$ cat config.mk
export PLATFORM = sky130hd
export DESIGN_NAME = mvu_requant_axi
export DESIGN_NICKNAME = d
export VERILOG_FILES = /design/src/rtl/mvu_requant_axi.sv
export SDC_FILE = /design/constraint.sdc
export NUM_CORES = 1
export LEC_CHECK = 0
export ABC_AREA = 0
export BUFFER_PORTS_ARGS = -buffer_cell sky130_fd_sc_hd__buf_2
export CAP_MARGIN = 20
export CORE_MARGIN = 10
export CORE_UTILIZATION = 50
export CTS_CLUSTER_DIAMETER = 60
export CTS_CLUSTER_SIZE = 16
export DETAILED_ROUTE_END_ITERATION = 6
export HOLD_SLACK_MARGIN = 0.08
export PLACE_DENSITY = 0.69
export REMOVE_ABC_BUFFERS = 1
export SLEW_MARGIN = 30
export SYNTH_ARGS = -nofsm -noshare
export SYNTH_HDL_FRONTEND = slang
export SYNTH_SLANG_ARGS = --single-unit
$ cat constraint.sdc
create_clock -name clk -period 6 [get_ports clk]
set_input_delay 1.2 -clock clk [delete_from_list [all_inputs] [get_ports clk]]
set_output_delay 1.2 -clock clk [all_outputs]
set_load 0.01 [all_outputs]
$ cat src/rtl/mvu_requant_axi.sv
// Streaming requantization stage for the MVU/VVU AXI output stream.
// Each input beat carries PE signed accumulators for one channel fold. Per lane:
//   y = clip(round(((acc + bias[c]) * scale[c]) >> SHIFT))
// with per-channel bias/scale held in a small parameter memory.
//
// Ports:
//   clk, rst       - clock, synchronous active-high reset
//   cfg_we         - parameter word write enable
//   cfg_addr       - fold index of the parameter word to write
//   cfg_bias       - PE signed biases, lane p at [p*ACCU_WIDTH +: ACCU_WIDTH]
//   cfg_scale      - PE unsigned scales, same lane order
//   s_axis_*       - accumulator input stream (one beat per fold)
//   m_axis_*       - requantized output stream, lane p at [p*OUTPUT_WIDTH +: OUTPUT_WIDTH]
module mvu_requant_axi #(
    parameter int unsigned PE             = 1,
    parameter int unsigned MH             = 4,
    parameter int unsigned ACCU_WIDTH     = 17,
    parameter int unsigned SCALE_WIDTH    = 8,
    parameter int unsigned SHIFT          = 4,
    parameter int unsigned OUTPUT_WIDTH   = 4,
    parameter int unsigned SIGNED_OUTPUTS = 1,
    localparam int unsigned NF            = MH / PE,
    localparam int unsigned AW            = (NF > 1) ? $clog2(NF) : 1
) (
    input  logic                            clk,
    input  logic                            rst,
    input  logic                            cfg_we,
    input  logic [AW-1:0]                   cfg_addr,
    input  logic [PE*ACCU_WIDTH-1:0]        cfg_bias,
    input  logic [PE*SCALE_WIDTH-1:0]       cfg_scale,
    input  logic [PE*ACCU_WIDTH-1:0]        s_axis_tdata,
    input  logic                            s_axis_tvalid,
    output logic                            s_axis_tready,
    output logic [PE*OUTPUT_WIDTH-1:0]      m_axis_tdata,
    output logic                            m_axis_tvalid,
    input  logic                            m_axis_tready
);

    localparam int unsigned SW      = ACCU_WIDTH + 1;
    localparam int unsigned PW      = ACCU_WIDTH + SCALE_WIDTH + 2;
    localparam int unsigned RW      = PW + 1;
    localparam int unsigned RND_POS = (SHIFT > 0) ? SHIFT - 1 : 0;

    localparam logic signed [RW-1:0] RND  = (SHIFT > 0) ? (RW'(1) << RND_POS) : '0;
    localparam logic signed [RW-1:0] OMAX = (SIGNED_OUTPUTS != 0)
                                            ? (RW'(1) << (OUTPUT_WIDTH - 1)) - RW'(1)
                                            : (RW'(1) << OUTPUT_WIDTH) - RW'(1);
    localparam logic signed [RW-1:0] OMIN = (SIGNED_OUTPUTS != 0)
                                            ? -(RW'(1) << (OUTPUT_WIDTH - 1))
                                            : '0;

    // Parameter memory: not reset, contents survive rst.
    logic [PE*ACCU_WIDTH-1:0]  bias_mem  [NF];
    logic [PE*SCALE_WIDTH-1:0] scale_mem [NF];

    logic                          en;
    logic [AW-1:0]                 nf;
    logic                          v1, v2, v3;

    logic signed [ACCU_WIDTH-1:0]  acc1   [PE];
    logic signed [ACCU_WIDTH-1:0]  bias1  [PE];
    logic [SCALE_WIDTH-1:0]        scale1 [PE];
    logic signed [SW-1:0]          sum1   [PE];
    logic signed [PW-1:0]          prod_next [PE];
    logic signed [PW-1:0]          prod2  [PE];
    logic signed [RW-1:0]          rnd    [PE];
    logic signed [RW-1:0]          clip   [PE];
    logic [PE*OUTPUT_WIDTH-1:0]    y_next;
    logic [PE*OUTPUT_WIDTH-1:0]    y3;

    // Single global enable: every stage moves together, so the output
    // register is the only place a stall has to be resolved.
    assign en            = !v3 || m_axis_tready;
    assign s_axis_tready = en;
    assign m_axis_tvalid = v3;
    assign m_axis_tdata  = y3;

    // Register write lands on the edge; S1 reads combinationally, so a read
    // on the same edge still sees the previous word.
    always_ff @(posedge clk) begin
        if (cfg_we && (32'(cfg_addr) < NF)) begin
            bias_mem[cfg_addr]  <= cfg_bias;
            scale_mem[cfg_addr] <= cfg_scale;
        end
    end

    always_comb begin
        y_next = '0;
        for (int unsigned p = 0; p < PE; p++) begin
            sum1[p]      = SW'(acc1[p]) + SW'(bias1[p]);
            prod_next[p] = PW'(sum1[p]) * PW'($signed({1'b0, scale1[p]}));
            rnd[p]       = (RW'(prod2[p]) + RND) >>> SHIFT;
            if (rnd[p] > OMAX) begin
                clip[p] = OMAX;
            end else if (rnd[p] < OMIN) begin
                clip[p] = OMIN;
            end else begin
                clip[p] = rnd[p];
            end
            y_next[p*OUTPUT_WIDTH +: OUTPUT_WIDTH] = clip[p][OUTPUT_WIDTH-1:0];
        end
    end

    // Control: valids, fold counter, output register.
    always_ff @(posedge clk) begin
        if (rst) begin
            v1 <= 1'b0;
            v2 <= 1'b0;
            v3 <= 1'b0;
            nf <= '0;
            y3 <= '0;
        end else if (en) begin
            v1 <= s_axis_tvalid;
            v2 <= v1;
            v3 <= v2;
            if (s_axis_tvalid) begin
                nf <= (nf == AW'(NF - 1)) ? '0 : nf + AW'(1);
            end
            // Only load on a real beat so the output holds its last value
            // through bubbles.
            if (v2) begin
                y3 <= y_next;
            end
        end
    end

    // Datapath registers: no reset needed, qualified by the valids above.
    always_ff @(posedge clk) begin
        if (en) begin
            for (int unsigned p = 0; p < PE; p++) begin
                acc1[p]   <= s_axis_tdata[p*ACCU_WIDTH +: ACCU_WIDTH];
                bias1[p]  <= bias_mem[nf][p*ACCU_WIDTH +: ACCU_WIDTH];
                scale1[p] <= scale_mem[nf][p*SCALE_WIDTH +: SCALE_WIDTH];
                prod2[p]  <= prod_next[p];
            end
        end
    end

endmodule

==> metrics.txt, run 1 <==
CP Data Required Time 6.20 ns; Post-synth EDFFs 166; failing checks negative setup slack; register bit total from synthesis 177; post-DR wirelength/cell 15.89 um; Synth area leaders edfxtp_1 39%, fa_1 17%, ha_1 7.6%, inv_1 5.3%, mux4_2 4.4%; worst relative slew slack 42.78%; fraction of registers with async set/reset 0%; RR Endpoint prod2[0][26]; row count 58; min cycle time layout 6.332 ns; die area 32300 um2; number of vias per cell 5.222; Antenna diodes 0; Initial Util 50.81%; final core utilization 61.32%; cell taking the most area after synthesis edfxtp_1; crit path DAT 6.53 ns; synthesis-to-finish area growth 20.68%; Worst Setup Start Kind flip-flop; crit path kind reg -> reg; Die Y 179.7 um; 1st-iter DRT viols 475; initial antenna violation count 1; Routed WL 25.45 mm; Avg Cell Area, Syn 11.77 um2; total gr overflow 0; die width 179.7 um; vias in the first global route 8909; core area 25110 um2; Critical Path Max Stage Delay 0.56 ns; Crit. End Element flip-flop; R2R depth 28; gpl congestion 0.9139; Clk pin slew, worst setup/hold paths 0.08 ns; synthesized area 12760 um2; crit-path most repeated cell fa_1; GRT Total Usage 15.85%; Cells after Synth 1084; outcome complete, but fails checks; Hold Crit Endpoint m_axis_tvalid; NumNets Final 1492; root buffer cell clkbuf_16; Slowest-stage cell, CP fa_1; Sink Count 177; WHS Path Cells 2; Worst Path Max Fanout 5; Hold Fails Final Rpt 0; Worst Max-Slew Pin Slew 0.8583 ns; count of cell types in the netlist 74; worst-skew pair later-pin latency 0.44 ns; Post-DRT Antenna Nets 0; CTS H-tree lvls 4; Port Buf Inserts 54; RR Startpoint bias1[0][0]; share of cells above drive strength 1 27.67%; first-pass GRT wire length 43.00 mm; Primary FF master, synth edfxtp_1; vias post-DR 8366; CTS Buf Count 17; count leader, synth inv_1; Synth top area share 39.07%; worst hold margin 0.5056 ns; max frequency 0.1579 GHz; final critical-path setup slack -0.3324 ns; drc violations 0; Warnings, synthesis 0; Max clock buf depth 2; Final Setup Violations 10; min-delay src v2; unrepaired setup endpoints after global routing true; I/O pin cnt 55; Max Cap Violations 0; period utilisation layout 105.5%; sequential area share after synthesis 40.80%; Post-CTS Hold Fix Bufs 0; Min-Delay Path Class reg -> reg; largest net degree at the start of global routing 68; Final HPWL DP 18.76 mm; clock tree from TritonCTS yes; Detailed Routing Iterations Pass 1 7; R2R setup slack -0.33 ns; Worst Skew 0.01843 ns; Synth top cells by count 181 x inv_1, 166 x edfxtp_1, 107 x fa_1, 95 x nand2_1, 77 x ha_1; Final Slew Violations 0
layout make-up:
class	count	area (um2)
clock inverters	14	166.4
fillers	1961	9713
clock buffers	18	429.2
well taps	330	412.9
repair buffers	182	1265
multi-input cells	699	7229
inverters	182	684.4
flip-flops and latches	177	5209
what timing repair did:
action | CTS | global route
gates cloned | 0 | 0
pin swaps | 70 | 22
resized for setup | 74 | 33
setup buffers | 15 | 2
endpoints found under the setup margin | 12 | 15
worst max-delay path by stage:
stage / from / end / slack [ns]
floorplan: acc1[0][0] / prod2[0][21] / -0.46
global placement: acc1[0][0] / prod2[0][26] / -0.51
detailed placement: acc1[0][0] / prod2[0][26] / -0.62
CTS: bias1[0][0] / prod2[0][26] / -0.34
global route: acc1[0][0] / prod2[0][26] / -0.59
finish: bias1[0][0] / prod2[0][26] / -0.33
cells in the final DEF, fill, tap and decap left out, types with 25 or more instances in the layout:
master and count:
a21oi_1 34, and2_1 58, buf_2 54, buf_4 119
edfxtp_1 166, fa_1 102, ha_1 64, inv_1 167
mux4_2 25, nand2_1 93, nor2_1 32, xnor2_1 36
worst max-delay path: cells and delay by family, from the launching register on:
kind | cells | cell delay [ns]
AOI/OAI and AO/OA | 10 | 1.70
buffers and inverters | 6 | 0.51
and+or+nand+nor | 4 | 0.63
adders and majority gates | 7 | 2.76
xor gates and xnor gates | 1 | 0.10
DFF | 1 | 0.37
logic make-up after synthesis:
group | Yosys count | synth area share (%)
AO/OA/AOI/OAI | 138 | 7.484
XOR/XNOR | 57 | 4.286
flip-flops | 177 | 40.80
adder cells (fa/ha/maj) | 184 | 24.34
multiplexers | 28 | 4.649
buffers and inverters | 208 | 6.149
AND/OR/NAND/NOR | 292 | 12.29
state kept, by name, indices dropped and copies added, names as in the netlist, 2 cells and up, named ones only:
signal and flops:
bias_mem 68, nf 2, scale_mem 32, m_axis_tdata 4, bias1 17, prod2 24
acc1 17, scale1 8
routing by layer:
metal | up-vias | share of wire (%) | GRT usage [%]
met5 | - | 0 | 0
met4 | 0 | 1.4 | 4.036
met3 | 32 | 3.8 | 2.952
met2 | 153 | 50 | 27.23
met1 | 4116 | 45 | 20.19
li1 | 4065 | - | -
metrics by stage:
step / setup WS (ns) / setup TNS [ns] / cells / area (um2)
after floorplan: -0.4588 / -1.520 / 1058 / 12660
after global placement: -0.5115 / -3.553 / 1554 / 14200
after detailed placement: -0.6235 / -4.137 / 1554 / 14200
after CTS: -0.3403 / -2.116 / 1601 / 15250
after global routing: -0.5878 / -5.661 / 1602 / 15400
final: -0.3324 / -2.292 / 1602 / 15400
Power of run 1 is left out: the tool's default activity adds up to more than one toggle a clock period on the data nets, which glitch-free logic cannot reach.
==> run 2: changes to the inputs <==
--- a/config.mk
+++ b/config.mk
@@ -14,7 +14,7 @@
 export CTS_CLUSTER_SIZE = 16
 export DETAILED_ROUTE_END_ITERATION = 6
 export HOLD_SLACK_MARGIN = 0.08
-export PLACE_DENSITY = 0.69
+export PLACE_DENSITY = 0.76
 export REMOVE_ABC_BUFFERS = 1
 export SLEW_MARGIN = 30
 export SYNTH_ARGS = -nofsm -noshare
==> run 2 against run 1 <==
Against the previous run:
- the flow still finishes with violations (negative setup slack)
- highest routed layer unchanged
- count of clock-buffer cells in the layout is the same
- via count increased by 3.4%
- clock skew is 0.0013 ns lower
- design area grew 1.7%
- worst hold slack got worse by 0.0030 ns
- first-iteration DRC count is 2.3% lower
- critical path depth is the same
- maximum frequency down 2.1%
- utilization grew 1.1 points
- non-clock buffer count is 10 higher
- final cell count increased by 0.62%
==> metrics.txt, run 2 (same netlist as run 1, synthesis figures left out) <==
failing checks negative setup slack (unchanged); GRT Total Usage 16.89% (was 15.85%); worst relative slew slack 45.78% (was 42.78%); Sink Count 177 (unchanged); worst-skew pair later-pin latency 0.44 ns (about the same); CTS H-tree lvls 4 (unchanged); Die Y 179.7 um (unchanged); crit path DAT 6.67 ns (was 6.53 ns); Hold Fails Final Rpt 0 (unchanged); first-pass GRT wire length 45.52 mm (was 43.00 mm); Final HPWL DP 18.85 mm (was 18.76 mm); Initial Util 50.81% (unchanged); total negative slack -3.445 ns (was -2.292 ns); Worst Skew 0.01712 ns (was 0.01843 ns); period utilisation layout 107.8% (was 105.5%); gpl congestion 0.8784 (was 0.9139); largest registers bias_mem (68), scale_mem (32), prod2 (24) (unchanged); min cycle time layout 6.468 ns (was 6.332 ns); max frequency 0.1546 GHz (was 0.1579 GHz); Detailed Routing Iterations Pass 1 5 (was 7); drc violations 0 (unchanged); row count 58 (unchanged); Critical path buffers and inverters 5 (was 6); total gr overflow 0 (unchanged); crit-path most repeated cell fa_1 (unchanged); Antenna diodes 0 (unchanged); total placed instance area 14230 um2 (was 14200 um2); final core utilization 62.38% (was 61.32%); Critical Path Max Stage Delay 0.53 ns (was 0.56 ns); 1st-iter DRT viols 464 (was 475); share of cells above drive strength 1 30.42% (was 27.67%); Port Buf Inserts 54 (unchanged); Worst Path Max Fanout 6 (was 5); Post-CTS Hold Fix Bufs 0 (unchanged); Final Setup Violations 12 (was 10); Worst Setup Start Kind flip-flop (unchanged); Finished Cell Area 15660 um2 (was 15400 um2); Max Cap Violations 0 (unchanged); Post-DRT Antenna Nets 0 (unchanged); Final Slew Violations 0 (unchanged); NumNets Final 1502 (was 1492); die width 179.7 um (unchanged); vias in the first global route 9413 (was 8909); largest net degree at the start of global routing 75 (was 68); clock tree from TritonCTS yes (unchanged); Slowest-stage cell, CP fa_1 (unchanged); post-DR wirelength/cell 17.21 um (was 15.89 um); unrepaired setup endpoints after global routing true (unchanged); Place WS -0.7378 ns (was -0.6235 ns); synthesis-to-finish area growth 22.78% (was 20.68%); I/O pin cnt 55 (unchanged); Clk pin slew, worst setup/hold paths 0.08 ns (about the same); Min-Delay Path Class reg -> reg (unchanged); commonest cells after routing, fill and taps aside 166 x edfxtp_1, 158 x inv_1, 123 x buf_4 (was 167 x inv_1, 166 x edfxtp_1, 119 x buf_4); number of vias per cell 5.367 (was 5.222); CP Data Required Time 6.20 ns (about the same); Fill cells 1841 (was 1961); Routed WL 27.75 mm (was 25.45 mm); Max clock buf depth 2 (unchanged); Top reg by flops bias_mem (unchanged); outcome complete, but fails checks (unchanged); commonest non-fill, non-tap cell in the layout edfxtp_1 (was inv_1); Crit. End Element flip-flop (unchanged); CTS Buf Count 17 (unchanged); Largest register FFs 68 (unchanged); final critical-path setup slack -0.4678 ns (was -0.3324 ns); Worst Max-Slew Pin Slew 0.8132 ns (was 0.8583 ns); crit path kind reg -> reg (unchanged); core area 25110 um2 (unchanged); die area 32300 um2 (unchanged); CP delay by family, top adder cells (unchanged); root buffer cell clkbuf_16 (unchanged); vias post-DR 8651 (was 8366); initial antenna violation count 2 (was 1)
[run 2: changes by cell type in the layout (fill, tap and decap cells not counted), sizes merged]
| cell | previous run | this run |
|---|---|---|
| clkinvlp | 1 | 0 |
| inv | 189 | 188 |
| buf | 182 | 192 |
| clkinv | 6 | 7 |
| bufinv | 0 | 1 |
[run 2: through the flow]
step	hold slack, ns	instances
final	0.5026	1612
after global placement	0.4720	1558
after global routing	0.5470	1612
after CTS	0.5084	1597
after detailed placement	0.4952	1558
after floorplan	0.4467	1058
[run 2: final timing paths]
path	startpoint	end	slack, ns	depth (start not counted)
max reg2reg	acc1[0][0]	prod2[0][25]	-0.47	28
min	v1	v1	0.50	2
max	acc1[0][0]	prod2[0][25]	-0.47	28
min reg2reg	v1	v1	0.50	2
[run 2: final cells by class]
class	count	area [um2]	area share, %
Multi-Input combinational cell	699	7361	46.99
Sequential cell	177	5209	33.25
Timing Repair Buffer	192	1379	8.803
Inverter	182	684.4	4.369
Clock buffer	18	429.2	2.740
Tap cell	330	412.9	2.636
Clock inverter	14	188.9	1.206
[run 2: worst reg2reg max path, delay by kind of cell (launching register included)]
family | cells | cell delay [ns]
DFF | 1 | 0.39
buffers and inverters | 5 | 0.44
AOI/OAI and AO/OA | 11 | 1.73
adders and majority gates | 7 | 2.59
and+or+nand+nor | 4 | 1.02
xor gates and xnor gates | 1 | 0.08
[run 2: layer usage]
metal / track usage [%] / share of wire (%) / wire length, um / vias to the layer above
li1: - / - / - / 4076
met1: 20.27 / 41 / 11450 / 4250
met2: 30.01 / 52 / 14290 / 269
met3: 3.072 / 4.7 / 1298 / 56
met4: 5.425 / 2.6 / 708 / 0
met5: 0 / 0 / 0 / -
[run 2: repair_timing]
item,CTS,global route
setup buffers,8,17
setup endpoints to repair,13,15
resized for setup,85,64
pin swaps,85,84
Power of run 2 is left out for the same reason.
==> run 3: changes to the inputs <==
--- a/config.mk
+++ b/config.mk
@@ -6,16 +6,18 @@
 export NUM_CORES = 1
 export LEC_CHECK = 0
 export ABC_AREA = 0
-export BUFFER_PORTS_ARGS = -buffer_cell sky130_fd_sc_hd__buf_2
 export CAP_MARGIN = 20
 export CORE_MARGIN = 10
 export CORE_UTILIZATION = 50
 export CTS_CLUSTER_DIAMETER = 60
 export CTS_CLUSTER_SIZE = 16
 export DETAILED_ROUTE_END_ITERATION = 6
+export DONT_BUFFER_PORTS = 1
+export GPL_ROUTABILITY_DRIVEN = 0
 export HOLD_SLACK_MARGIN = 0.08
-export PLACE_DENSITY = 0.76
+export PLACE_DENSITY = 0.75
 export REMOVE_ABC_BUFFERS = 1
+export SKIP_LAST_GASP = 1
 export SLEW_MARGIN = 30
 export SYNTH_ARGS = -nofsm -noshare
 export SYNTH_HDL_FRONTEND = slang
==> run 3 against run 2 <==
Against the previous run:
- the run still ends with negative setup slack left
- global-route usage decreased by 0.21 points
- die area unchanged
- routed wire length decreased by 1.9%
- utilization decreased by 1.3 points
- final cell count decreased by 3.3%
- design area decreased by 2.1%
- critical path type unchanged
- largest cell class unchanged
==> metrics.txt, run 3 (same netlist as run 1, synthesis figures left out) <==
outcome complete, but fails checks (unchanged); failing checks negative setup slack (unchanged); RR Startpoint bias1[0][0] (was acc1[0][0]); Max Cap Violations 0 (unchanged); Post-DRT Antenna Nets 0 (unchanged); die area 32300 um2 (unchanged); max frequency 0.1575 GHz (was 0.1546 GHz); Worst Path Max Fanout 6 (unchanged); Largest register FFs 68 (unchanged); Worst Skew 0.01500 ns (was 0.01712 ns); post-placement cell count 1499 (was 1558); DR WL met3 1.601 mm (was 1.298 mm); Final HPWL DP 18.97 mm (was 18.85 mm); Crit. End Element flip-flop (unchanged); I/O pin cnt 55 (unchanged); drc violations 0 (unchanged); crit path DAT 6.53 ns (was 6.67 ns); Stages on worst setup path 26 (was 28); Top reg by flops bias_mem (unchanged); largest registers bias_mem (68), scale_mem (32), prod2 (24) (unchanged); worst setup path startpoint bias1[0][0] (was acc1[0][0]); WHS Path Cells 2 (unchanged); Max clock buf depth 2 (unchanged); commonest cells after routing, fill and taps aside 166 x edfxtp_1, 158 x inv_1, 128 x buf_4 (was 166 x edfxtp_1, 158 x inv_1, 123 x buf_4); number of vias per cell 5.351 (was 5.367); Hold Fails Final Rpt 0 (unchanged); RR Endpoint prod2[0][26] (was prod2[0][25]); largest net degree at the start of global routing 43 (was 75); Slowest-stage cell, CP fa_1 (unchanged); Final Slew Violations 0 (unchanged); crit-path most repeated cell fa_1 (unchanged); Clk pin slew, worst setup/hold paths 0.08 ns (about the same); GRT Total Usage 16.68% (was 16.89%); Detailed Routing Iterations Pass 1 5 (unchanged); Port Buf Inserts 0 (was 54); Hold Crit Endpoint v1 (unchanged); min-delay src v1 (unchanged); worst-skew pair later-pin latency 0.44 ns (about the same); CP Data Required Time 6.18 ns (was 6.20 ns); WL met1 11.11 mm (was 11.45 mm); Routed WL 27.23 mm (was 27.75 mm); crit path kind reg -> reg (unchanged); 1st-iter DRT viols 484 (was 464); Met2 Wirelength 14.14 mm (was 14.29 mm); initial antenna violation count 4 (was 2); synthesis-to-finish area growth 20.23% (was 22.78%); total gr overflow 0 (unchanged); final critical-path setup slack -0.3505 ns (was -0.4678 ns); min cycle time layout 6.351 ns (was 6.468 ns); Initial Util 50.81% (unchanged); die width 179.7 um (unchanged); NumNets Final 1448 (was 1502); row count 58 (unchanged); first-pass GRT wire length 44.79 mm (was 45.52 mm); final core utilization 61.09% (was 62.38%); Worst Max-Slew Pin Slew 0.8414 ns (was 0.8132 ns); root buffer cell clkbuf_16 (unchanged); unrepaired setup endpoints after global routing true (unchanged); Critical Path Max Stage Delay 0.54 ns (was 0.53 ns); share of cells above drive strength 1 27.28% (was 30.42%); clock tree from TritonCTS yes (unchanged); CTS H-tree lvls 4 (unchanged); Worst Setup Start Kind flip-flop (unchanged); R2R setup slack -0.35 ns (was -0.47 ns); commonest non-fill, non-tap cell in the layout edfxtp_1 (unchanged); CP delay by family, top adder cells (unchanged); worst relative slew slack 43.90% (was 45.78%); Final Non-Filler Cells 1558 (was 1612); Sink Count 177 (unchanged); core area 25110 um2 (unchanged); R2R depth 26 (was 28); vias post-DR 8337 (was 8651); Die Y 179.7 um (unchanged); Antenna diodes 0 (unchanged); uppermost layer routed met5 (was met4); period utilisation layout 105.8% (was 107.8%); Critical path buffers and inverters 4 (was 5); Min-Delay Path Class reg -> reg (unchanged); post-DR wirelength/cell 17.48 um (was 17.21 um); Final Setup Violations 11 (was 12); vias in the first global route 9120 (was 9413); CTS Buf Count 17 (unchanged)
[run 3: repair_timing]
| action | 4_1_cts | 5_1_grt |
|---|---|---|
| pin swaps | 111 | 31 |
| endpoints found under the setup margin | 13 | 14 |
| setup buffers | 20 | 9 |
| hold buffers | 0 | 0 |
| resized for setup | 97 | 45 |
[run 3: routing by layer]
metal / vias up / global-route usage [%]
li1: 3960 / -
met1: 4130 / 19.48
met2: 207 / 29.46
met3: 32 / 4.880
met4: 8 / 4.102
met5: - / 0
[run 3: layout make-up]
cell class	instances	area, um2
Clock buffer	18	429.2
Clock inverter	14	162.7
Fill cell	1865	9771
Inverter	182	684.4
Multi-Input combinational cell	699	7367
Sequential cell	177	5209
Tap cell	330	412.9
Timing Repair Buffer	138	1074
[run 3: worst max-delay path by stage]
| stage | end | slack (ns) |
|---|---|---|
| floorplan | prod2[0][21] | -0.46 |
| global placement | prod2[0][26] | -0.53 |
| detailed placement | prod2[0][26] | -0.67 |
| CTS | prod2[0][26] | -0.31 |
| global route | prod2[0][26] | -0.58 |
| finish | prod2[0][26] | -0.35 |
[run 3: per-stage QoR]
step | setup slack (ns) | cell area, um2 | hold WS (ns) | setup TNS, ns
after floorplan | -0.4588 | 12660 | 0.4467 | -1.520
after global placement | -0.5327 | 13920 | 0.4615 | -3.640
after detailed placement | -0.6682 | 13920 | 0.4678 | -4.690
after CTS | -0.3145 | 15100 | 0.4824 | -1.806
after global routing | -0.5772 | 15340 | 0.5184 | -5.050
final | -0.3505 | 15340 | 0.4843 | -1.992
[run 3: worst reg2reg max path: stages (launching register included)]
cell and delay, ns:
edfxtp_1 0.39, ha_2 0.19, inv_2 0.06, fa_2 0.20, nor2b_1 0.05, o21a_1 0.20
o21ai_4 0.19, a21oi_2 0.09, o21ai_2 0.17, a21boi_2 0.08, o311a_4 0.34, o2111a_2 0.37
o31ai_4 0.29, fa_1 0.48, inv_2 0.07, fa_1 0.42, fa_1 0.50, inv_1 0.06
fa_1 0.54, inv_1 0.07, ha_4 0.28, and3_4 0.21, and4_4 0.22, a21oi_4 0.07
a31o_4 0.24, a211oi_2 0.24, xnor2_1 0.11
Power of run 3 is left out for the same reason.
